===== src/rtl/stopwatch_pkg.sv =====
// Shared types and 7-segment decoding for the stopwatch/timer.
package stopwatch_pkg;

  typedef enum logic [1:0] {
    ST_IDLE  = 2'd0,
    ST_RUN   = 2'd1,
    ST_SET   = 2'd2,
    ST_ALARM = 2'd3
  } state_e;

  localparam logic [6:0] SEG_BLANK = 7'b111_1111;

  // Active-low segments, bit order gfedcba
  localparam logic [6:0] SEG_DIGIT [10] = '{
    7'b100_0000, 7'b111_1001, 7'b010_0100, 7'b011_0000, 7'b001_1001,
    7'b001_0010, 7'b000_0010, 7'b111_1000, 7'b000_0000, 7'b001_0000
  };

  function automatic logic [6:0] bcd_to_seg(input logic [3:0] bcd);
    logic [6:0] seg;
    if (bcd <= 4'd9) begin
      seg = SEG_DIGIT[bcd];
    end else begin
      seg = SEG_BLANK;
    end
    return seg;
  endfunction

endpackage


===== src/rtl/stopwatch_timer_button_conditioner.sv =====
// Active-low button: 2-FF synchroniser, stable-level debounce, rising-edge press pulse.
module button_conditioner #(
  parameter int DEBOUNCE_CYCLES = 1_000_000
) (
  input  logic clk_i,
  input  logic rstn_i,
  input  logic btn_ni,
  output logic press_o
);

  localparam int CW = $clog2(DEBOUNCE_CYCLES);

  logic          sync0_q;
  logic          sync1_q;
  logic          level_q;
  logic          level_prev_q;
  logic          press_q;
  logic [CW-1:0] cnt_q;

  // A new level is accepted only after it has differed from the accepted one for the full window
  always_ff @(posedge clk_i or negedge rstn_i) begin
    if (!rstn_i) begin
      sync0_q      <= 1'b0;
      sync1_q      <= 1'b0;
      level_q      <= 1'b0;
      level_prev_q <= 1'b0;
      press_q      <= 1'b0;
      cnt_q        <= '0;
    end else begin
      sync0_q      <= ~btn_ni;
      sync1_q      <= sync0_q;
      level_prev_q <= level_q;
      press_q      <= level_q & ~level_prev_q;
      if (sync1_q == level_q) begin
        cnt_q <= '0;
      end else if (cnt_q == CW'(DEBOUNCE_CYCLES - 1)) begin
        level_q <= sync1_q;
        cnt_q   <= '0;
      end else begin
        cnt_q <= cnt_q + CW'(1);
      end
    end
  end

  assign press_o = press_q;

endmodule


===== src/rtl/stopwatch_timer.sv =====
// N-digit BCD stopwatch / countdown timer with alarm and digit-set mode.
// Optional lap display freeze when STOPWATCH_LAP_EN is defined.
module stopwatch_timer #(
  parameter int DIGITS          = 4,
  parameter int CLK_HZ          = 100_000_000,
  parameter int TICK_HZ         = 100,
  parameter int DEBOUNCE_CYCLES = 1_000_000
) (
  input  logic                  clk100_i,
  input  logic                  rstn_i,
  input  logic                  start_stop_i,
  input  logic                  set_i,
  input  logic                  change_i,
  input  logic                  mode_i,
`ifdef STOPWATCH_LAP_EN
  input  logic                  lap_i,
`endif
  output logic [7*DIGITS-1:0]   hex_o,
  output logic                  running_o,
  output logic                  alarm_o,
  output logic [DIGITS-1:0]     set_sel_o
);
  import stopwatch_pkg::*;

  localparam int PRESCALE = CLK_HZ / TICK_HZ;
  localparam int PW       = $clog2(PRESCALE);
  localparam int PTRW     = $clog2(DIGITS);

  state_e                  state_q;
  logic [DIGITS-1:0][3:0]  digits_q;
  logic [DIGITS-1:0][3:0]  digits_inc_s;
  logic [DIGITS-1:0][3:0]  digits_dec_s;
  logic [DIGITS-1:0][3:0]  disp_s;
  logic [PW-1:0]           presc_q;
  logic [PTRW-1:0]         ptr_q;
  logic                    mode_q;
  logic                    start_p_s;
  logic                    set_p_s;
  logic                    change_p_s;
  logic                    tick_s;

  button_conditioner #(.DEBOUNCE_CYCLES(DEBOUNCE_CYCLES)) u_btn_start (
    .clk_i(clk100_i), .rstn_i(rstn_i), .btn_ni(start_stop_i), .press_o(start_p_s));
  button_conditioner #(.DEBOUNCE_CYCLES(DEBOUNCE_CYCLES)) u_btn_set (
    .clk_i(clk100_i), .rstn_i(rstn_i), .btn_ni(set_i), .press_o(set_p_s));
  button_conditioner #(.DEBOUNCE_CYCLES(DEBOUNCE_CYCLES)) u_btn_change (
    .clk_i(clk100_i), .rstn_i(rstn_i), .btn_ni(change_i), .press_o(change_p_s));

`ifdef STOPWATCH_LAP_EN
  logic                    lap_p_s;
  logic                    frozen_q;
  logic [DIGITS-1:0][3:0]  snap_q;

  button_conditioner #(.DEBOUNCE_CYCLES(DEBOUNCE_CYCLES)) u_btn_lap (
    .clk_i(clk100_i), .rstn_i(rstn_i), .btn_ni(lap_i), .press_o(lap_p_s));
`endif

  assign tick_s = (state_q == ST_RUN) && (presc_q == PW'(PRESCALE - 1));

  // Ripple BCD increment and decrement candidates of the current value
  always_comb begin : p_bcd_step
    logic carry_v;
    logic borrow_v;
    carry_v      = 1'b1;
    borrow_v     = 1'b1;
    digits_inc_s = digits_q;
    digits_dec_s = digits_q;
    for (int i = 0; i < DIGITS; i++) begin
      if (carry_v) begin
        if (digits_q[i] == 4'd9) begin
          digits_inc_s[i] = 4'd0;
        end else begin
          digits_inc_s[i] = digits_q[i] + 4'd1;
          carry_v         = 1'b0;
        end
      end else begin
        digits_inc_s[i] = digits_q[i];
      end
      if (borrow_v) begin
        if (digits_q[i] == 4'd0) begin
          digits_dec_s[i] = 4'd9;
        end else begin
          digits_dec_s[i] = digits_q[i] - 4'd1;
          borrow_v        = 1'b0;
        end
      end else begin
        digits_dec_s[i] = digits_q[i];
      end
    end
  end

  // Control FSM, time base and prescaler; prescaler only advances in RUN
  always_ff @(posedge clk100_i or negedge rstn_i) begin
    if (!rstn_i) begin
      state_q  <= ST_IDLE;
      digits_q <= '0;
      presc_q  <= '0;
      ptr_q    <= '0;
      mode_q   <= 1'b0;
`ifdef STOPWATCH_LAP_EN
      frozen_q <= 1'b0;
      snap_q   <= '0;
`endif
    end else begin
      case (state_q)
        ST_IDLE: begin
          presc_q <= '0;
          if (start_p_s) begin
            mode_q <= mode_i;
            if (!(mode_i && (digits_q == '0))) begin
              state_q <= ST_RUN;
            end
          end else if (set_p_s) begin
            state_q <= ST_SET;
            ptr_q   <= '0;
          end
        end
        ST_RUN: begin
          if (start_p_s) begin
            state_q <= ST_IDLE;
            presc_q <= '0;
`ifdef STOPWATCH_LAP_EN
            frozen_q <= 1'b0;
`endif
          end else begin
`ifdef STOPWATCH_LAP_EN
            if (lap_p_s) begin
              frozen_q <= ~frozen_q;
              snap_q   <= digits_q;
            end
`endif
            if (tick_s) begin
              presc_q <= '0;
              if (mode_q) begin
                digits_q <= digits_dec_s;
                if (digits_dec_s == '0) begin
                  state_q <= ST_ALARM;
`ifdef STOPWATCH_LAP_EN
                  frozen_q <= 1'b0;
`endif
                end
              end else begin
                digits_q <= digits_inc_s;
              end
            end else begin
              presc_q <= presc_q + PW'(1);
            end
          end
        end
        ST_SET: begin
          presc_q <= '0;
          if (!start_p_s && set_p_s) begin
            if (ptr_q == PTRW'(DIGITS - 1)) begin
              state_q <= ST_IDLE;
              ptr_q   <= '0;
            end else begin
              ptr_q <= ptr_q + PTRW'(1);
            end
          end else if (!start_p_s && change_p_s) begin
            digits_q[ptr_q] <= (digits_q[ptr_q] == 4'd9) ? 4'd0 : digits_q[ptr_q] + 4'd1;
          end
        end
        ST_ALARM: begin
          presc_q <= '0;
          if (start_p_s || set_p_s || change_p_s) begin
            state_q <= ST_IDLE;
          end
        end
        default: begin
          state_q <= ST_IDLE;
          presc_q <= '0;
        end
      endcase
    end
  end

  // Output decode of registered state
  always_comb begin
`ifdef STOPWATCH_LAP_EN
    if (frozen_q) begin
      disp_s = snap_q;
    end else begin
      disp_s = digits_q;
    end
`else
    disp_s = digits_q;
`endif
    hex_o = '1;
    for (int i = 0; i < DIGITS; i++) begin
      hex_o[7*i +: 7] = bcd_to_seg(disp_s[i]);
    end
    running_o = (state_q == ST_RUN);
    alarm_o   = (state_q == ST_ALARM);
    if (state_q == ST_SET) begin
      set_sel_o = DIGITS'(1) << ptr_q;
    end else begin
      set_sel_o = '0;
    end
  end

endmodule


===== config.mk =====
export PLATFORM = sky130hd
export DESIGN_NAME = stopwatch_timer
export DESIGN_NICKNAME = d
export VERILOG_FILES = /design/src/rtl/stopwatch_pkg.sv /design/src/rtl/stopwatch_timer_button_conditioner.sv /design/src/rtl/stopwatch_timer.sv
export SDC_FILE = /design/constraint.sdc
export NUM_CORES = 1
export LEC_CHECK = 0
export ABC_AREA = 1
export ABC_CLOCK_PERIOD_IN_PS = 2600
export BUFFER_PORTS_ARGS = -buffer_cell sky130_fd_sc_hd__buf_2
export CAP_MARGIN = 15
export CORE_UTILIZATION = 40
export DETAILED_ROUTE_END_ITERATION = 10
export SLEW_MARGIN = 10
export SYNTH_ARGS = -nofsm -noshare
export SYNTH_HDL_FRONTEND = slang
export SYNTH_HIERARCHICAL = 1
export SYNTH_SLANG_ARGS = --single-unit
export TNS_END_PERCENT = 1

===== constraint.sdc =====
create_clock -name clk100_i -period 2.6 [get_ports clk100_i]
set_clock_uncertainty 0.2 [all_clocks]
set_input_delay 0.52 -clock clk100_i [delete_from_list [all_inputs] [get_ports clk100_i]]
set_output_delay 0.52 -clock clk100_i [all_outputs]
set_load 0.02 [all_outputs]

==> impl_metrics.yaml, run 1 <==
synthesis:
  ys_seq_area_share_pct: 36.8
  syn-num-nets: 1130
  async_reset_ff_share_pct: 100
  synth-edff-count: 0
  syn_area_per_cell_um2: 7.22
  synth.distinct_cells: 42
  syn_inst: 1091
  netlist_area_um2: 7880
  ys_ff_latch: 116
  ys_warn_count: 6
  synthFlopType: "dfrtp_1"
place:
  port_buffers: 39
  place_congestion: 0.910
  hpwl_mm: 14.0
pwr:
  ir_drop_mv: 0.452
  finalPower_uw: 4370
  leakage_uw: 0.00427
  pwr_density_cell_nw_per_um2: 476
critical_path:
  critPathMaxStageDelay_ps: 430
  crit_family: "buffers and inverters"
  crit_top_cell: "inv_1"
  critPathBufInv: 4
  worst_setup_path_start_kind: "flip-flop"
  crit_required_ps: 1880
  cp_max_fo: 9
  worst-setup-path-type: "flip-flop to output pin"
  worst_r2r_endpoint: "state_q[1]$_DFFE_PN0P_"
  rr_worst_depth: 15
  critPathCaptureType: "output pin"
  timing.critical_path.cells: "inv_1 > ha_1 > buf_4 > nand2_1 > inv_1 > buf_2"
  worstPathArrival_ps: 1780
  cpMaxStageDelayCell: "dfrtp_1"
  reg2reg_from: "digits_q[0]$_DFFE_PN0P_"
  worst-r2r-setup-slack_ps: 270
hold_path:
  hold_end: "u_btn_change/sync0_q$_DFF_PN0_"
  whs_path_depth: 2
  worstHoldPathType: "primary input to flip-flop"
  hp-start: "change_i"
job:
  maxCapViolCount: 0
finish:
  regArea_um2: 2920
  n_fill_cell: 1953
  area_delta_synth_final_pct: 16.7
  drive_gt1_share_pct: 17.8
  antenna_cells: 0
  final_common_cell: "nand2_1"
  final_cell_mix: "230 x nand2_1, 178 x nor2_1, 107 x inv_1"
  fin_nets: 1198
  multi_input_area_um2: 4420
sta:
  max_slew.worst_pin.slew_ps: 635
  clock.fmax_mhz: 400
  period_share_pct: 96.1
  relSlewSlack_pct: 57.7
  rsz0062_at_grt: "yes"
  drv_slew: 0
  period_minus_slack_ps: 2500
  setup_viol: 0
  hold_viol: 0
  tns_ps: 0
grt:
  grt_overflow_total: 0
  grtUsageMet1_pct: 26.3
  grt_usage_pct: 20.3
  grt_pass1_wl_mm: 32.8
  use_met2_pct: 33.6
  busiest_layer: "met2"
  gr-usage-met3_pct: 3.23
  grt_max_degree: 49
  antenna_found_initial: 0
  grt_pass1_vias: 6919
status:
  status: "finished, final reports clean"
clock_network:
  tritoncts: "yes"
  cts_root_buf: "clkbuf_16"
  insertion_delay_ps: 420
  cts_buffers: 17
  clockBufferDepth: 2
  cts.sinks: 116
  h-tree-depth: 4
  clkTransAtPathRegs_ps: 60
drt:
  drt-total-wl_mm: 18.7
  via_per_inst: 4.94
  first_pass_iters: 5
  vias: 7081
  antenna_left: 0
  drt_iter0_markers: 404
  drc: 0
  wl_per_cell_um: 13.1
die:
  die_h_um: 142
  core_area_um2: 19000
  initial_core_util_pct: 41.4
  pin_count: 40
  die-area_um2: 20300
  die_w_um: 142
  rows: 50
[registers in the layout (all words and copies together), names as in the netlist, 2 cells and up]
name	cells
presc_q	20
u_btn_change/cnt_q	20
u_btn_set/cnt_q	20
u_btn_start/cnt_q	20
digits_q	16
ptr_q	2
state_q	2
[worst max-delay path by stage]
| stage | startpoint | endpoint | slack [ps] | cells after the start |
|---|---|---|---|---|
| after floorplan | digits_q[12]$_DFFE_PN0P_ | hex_o[25] | 220 | 3 |
| after global placement | digits_q[1]$_DFFE_PN0P_ | state_q[0]$_DFFE_PN0P_ | 350 | 15 |
| after detailed placement | digits_q[1]$_DFFE_PN0P_ | state_q[0]$_DFFE_PN0P_ | 230 | 15 |
| after CTS | digits_q[1]$_DFFE_PN0P_ | hex_o[4] | 1 | 6 |
| after global routing | digits_q[5]$_DFFE_PN0P_ | hex_o[11] | -20 | 8 |
| final | state_q[0]$_DFFE_PN0P_ | set_sel_o[1] | 100 | 6 |
[through the flow]
stage | setup WS, ps | area (µm²) | instances | util [%] | hold slack [ps]
finish | 102 | 9200 | 1432 | 48.4 | 36.5
global route | -19.2 | 9200 | 1432 | 48.4 | 39.0
CTS | 1.44 | 9120 | 1427 | 47.9 | 13.3
detailed placement | 231 | 8450 | 1392 | 44.5 | 137
global placement | 352 | 8450 | 1392 | 44.5 | 136
floorplan | 222 | 7880 | 1091 | - | 24.4
[cell type report]
cell class | instances | area share [%]
Inverter | 128 | 5.32
Timing Repair Buffer | 65 | 4.57
Sequential cell | 116 | 31.7
Multi-Input combinational cell | 831 | 48.1
Clock buffer | 22 | 5.16
Clock inverter | 10 | 1.59
Tap cell | 260 | 3.54
[power breakdown]
part           total, µW  internal (µW)  switching [µW]
combinational       93.3           24.9            68.4
sequential          1830           1820            10.9
clock               2450           1590             856
[metal layers]
layer  vias up  wire length, µm
met2       128             8740
met5         -                0
met4         0              374
met1      3270             9010
li1       3653                -
met3        30              618
[worst register-to-register path, cell delays in order, from the launching register on]
cell and delay [ps]:
dfrtp_1 370, inv_1 170, ha_1 300, nand2_4 120, nor2_8 190, nand2_4 90, nand2_1 80, nand2_1 70
nor2_1 110, nand2_1 70, nor2_1 120, nand2_1 80, nand2_2 90, nand2_2 60, nand2_1 60, nand2_1 50
[synthesized netlist by cell type, types with 5 or more instances]
| cell type | count | area share (%) |
|---|---|---|
| inv_1 | 114 | 5.4 |
| a21oi_1 | 32 | 2.0 |
| a22oi_1 | 5 | 0.48 |
| inv_2 | 10 | 0.48 |
| o22ai_1 | 8 | 0.64 |
| nor2_1 | 179 | 8.5 |
| nand3_1 | 77 | 4.9 |
| o21ai_1 | 12 | 0.76 |
| xor2_1 | 29 | 3.2 |
| clkbuf_1 | 5 | 0.24 |
| nand2_2 | 21 | 1.7 |
| nand4_1 | 18 | 1.4 |
| ha_1 | 33 | 5.2 |
| dfrtp_1 | 116 | 37 |
| nor3_1 | 17 | 1.1 |
| nand2_1 | 231 | 11 |
| o21ai_0 | 83 | 5.3 |
| xnor2_1 | 10 | 1.1 |
| nor2_2 | 35 | 2.8 |
[cells by family after synthesis]
group,share of synthesized area [%]
AO/OA/AOI/OAI,10.0
XOR/XNOR,4.95
buffers and inverters,7.49
flip-flops,36.8
AND/OR/NAND/NOR,35.5
adder cells (fa/ha/maj),5.24
[repair_timing]
action,4_1_cts,5_1_grt
setup buffers,2,5
endpoints found under the hold margin,45,0
hold buffers,1,0
cloned,0,0
endpoints found under the setup margin,21,26
pin swaps,1,1
gates resized for setup,14,18
Power figures use the tool's default switching activity.
==> run 2: changes to the inputs <==
Settings changed: CORE_MARGIN set to 8.
==> run 2 against run 1 <==
Worst setup slack gained 4.2 ps. Routed wire length grew 0.33%. Via count shrank 0.80%. Combinational power shrank 0.5%. Count of clock-buffer cells in the layout grew 1. Die area grew 21%. Final cell count grew 0.21%. Non-clock buffer count shrank 1. Largest cell class unchanged. Sequential cell count is the same.
==> impl_metrics.yaml, run 2 (synthesis results as in run 1) <==
critical_path:
  crit_path_start: "digits_q[0]$_DFFE_PN0P_"
  worstPathArrival_ps: 1770
  crit_required_ps: 1880
  worst-r2r-setup-slack_ps: 230
  cp_max_fo: 7
  reg2reg_from: "state_q[1]$_DFFE_PN0P_"
  worst_setup_path_start_kind: "flip-flop"
  critPathCaptureType: "output pin"
  worst-setup-path-type: "flip-flop to output pin"
grt:
  busiest_layer: "met2"
  grtUsageMet1_pct: 20.7
  antenna_found_initial: 0
  grt_overflow_total: 0
  grt_usage_pct: 16.1
  gr-usage-met3_pct: 2.87
  grt_pass1_vias: 6639
  grt_pass1_wl_mm: 32.2
  use_met2_pct: 26.7
  grt_max_degree: 40
die:
  die_w_um: 156
  initial_core_util_pct: 40.6
  die-area_um2: 24400
  pin_count: 40
  rows: 51
  die_h_um: 156
  core_area_um2: 19400
sta:
  tns_ps: 0
  period_share_pct: 95.9
  drv_slew: 0
  clock.fmax_mhz: 401
  setup_viol: 0
  relSlewSlack_pct: 63.3
  hold_viol: 0
  rsz0062_at_grt: "yes"
  period_minus_slack_ps: 2490
  fin_hold_ws_ps: 51.4
  max_slew.worst_pin.slew_ps: 545
drt:
  via_per_inst: 4.89
  antenna_left: 0
  vias: 7024
  first_pass_iters: 5
  drc: 0
  drt_iter0_markers: 335
  drt-total-wl_mm: 18.8
  wl_per_cell_um: 13.1
pwr:
  leakage_uw: 0.00424
  ir_drop_mv: 0.433
  finalPower_uw: 4100
  pwr_density_cell_nw_per_um2: 449
finish:
  drive_gt1_share_pct: 17.8
  n_fill_cell: 2014
  area_delta_synth_final_pct: 15.9
  final_cell_mix: "230 x nand2_1, 178 x nor2_1, 107 x inv_1, 107 x dfrtp_1, 81 x o21ai_0"
  fin_nets: 1197
  fin_area_um2: 9130
  antenna_cells: 0
  final_common_cell: "nand2_1"
status:
  status: "finished, final reports clean"
clock_network:
  h-tree-depth: 4
  cts.sinks: 116
  insertion_delay_ps: 410
  cts_buffers: 17
  clockBufferDepth: 2
  clkTransAtPathRegs_ps: 60
  cts_root_buf: "clkbuf_16"
  tritoncts: "yes"
place:
  port_buffers: 39
  placed_cell_area_um2: 8450
  place_congestion: 0.897
  hpwl_mm: 14.3
hold_path:
  worstHoldPathType: "primary input to flip-flop"
  hp-start: "set_i"
job:
  maxCapViolCount: 0
==> run 2: timing repair <==
| action | CTS | global route |
|---|---|---|
| pin swaps | 0 | 2 |
| hold buffers | 1 | 0 |
| endpoints found under the setup margin | 23 | 20 |
| endpoints found under the hold margin | 35 | 0 |
| gates resized for setup | 13 | 23 |
| buffers inserted | 0 | 6 |
| gates cloned | 0 | 0 |
==> run 2: worst paths after layout <==
kind | endpoint | depth (start not counted)
max | hex_o[4] | 6
min | u_btn_set/sync0_q$_DFF_PN0_ | 2
max reg2reg | digits_q[13]$_DFFE_PN0P_ | 9
min reg2reg | u_btn_set/sync1_q$_DFF_PN0_ | 0
max in group asynchronous | digits_q[8]$_DFFE_PN0P_ | 3
min in group asynchronous | u_btn_set/cnt_q[0]$_DFF_PN0_ | 2
==> run 2: final cells by class <==
class	instances	area, µm²	share of cell area [%]
multi-input combinational	831	4430	48.5
sequential	116	2910	31.9
clock buffer	23	508	5.56
inverter	128	487	5.33
timing repair buffer	64	410	4.49
tap	265	332	3.63
clock inverter	8	50.0	0.548
==> run 2: routing by layer <==
metal | share of wire (%) | vias up | wire length (µm)
met4 | 1.4 | 0 | 260
met2 | 47 | 121 | 8890
li1 | - | 3662 | -
met3 | 3.6 | 19 | 677
met5 | 0 | - | 0
met1 | 48 | 3222 | 8970
==> run 2: worst max-delay path, cell delays in order, from the launching register on <==
cell and delay (ps):
dfrtp_1 380, buf_4 170, ha_1 200, nand3_1 130, nand3_2 150, o311ai_2 130
buf_4 190
==> run 2: power breakdown <==
| part | switching (µW) | total (µW) | internal [µW] |
|---|---|---|---|
| logic | 68.9 | 92.8 | 23.9 |
| clock network | 816 | 2170 | 1360 |
| registers | 10.8 | 1830 | 1820 |
==> run 2: metrics by stage <==
stage	instances	utilization, %	setup slack (ps)
2_1_floorplan	1091	-	222
3_3_place_gp	1397	43.6	216
3_5_place_dp	1397	43.6	202
4_1_cts	1429	46.6	10.6
5_1_grt	1435	47.1	-8.40
6_report	1435	47.1	106
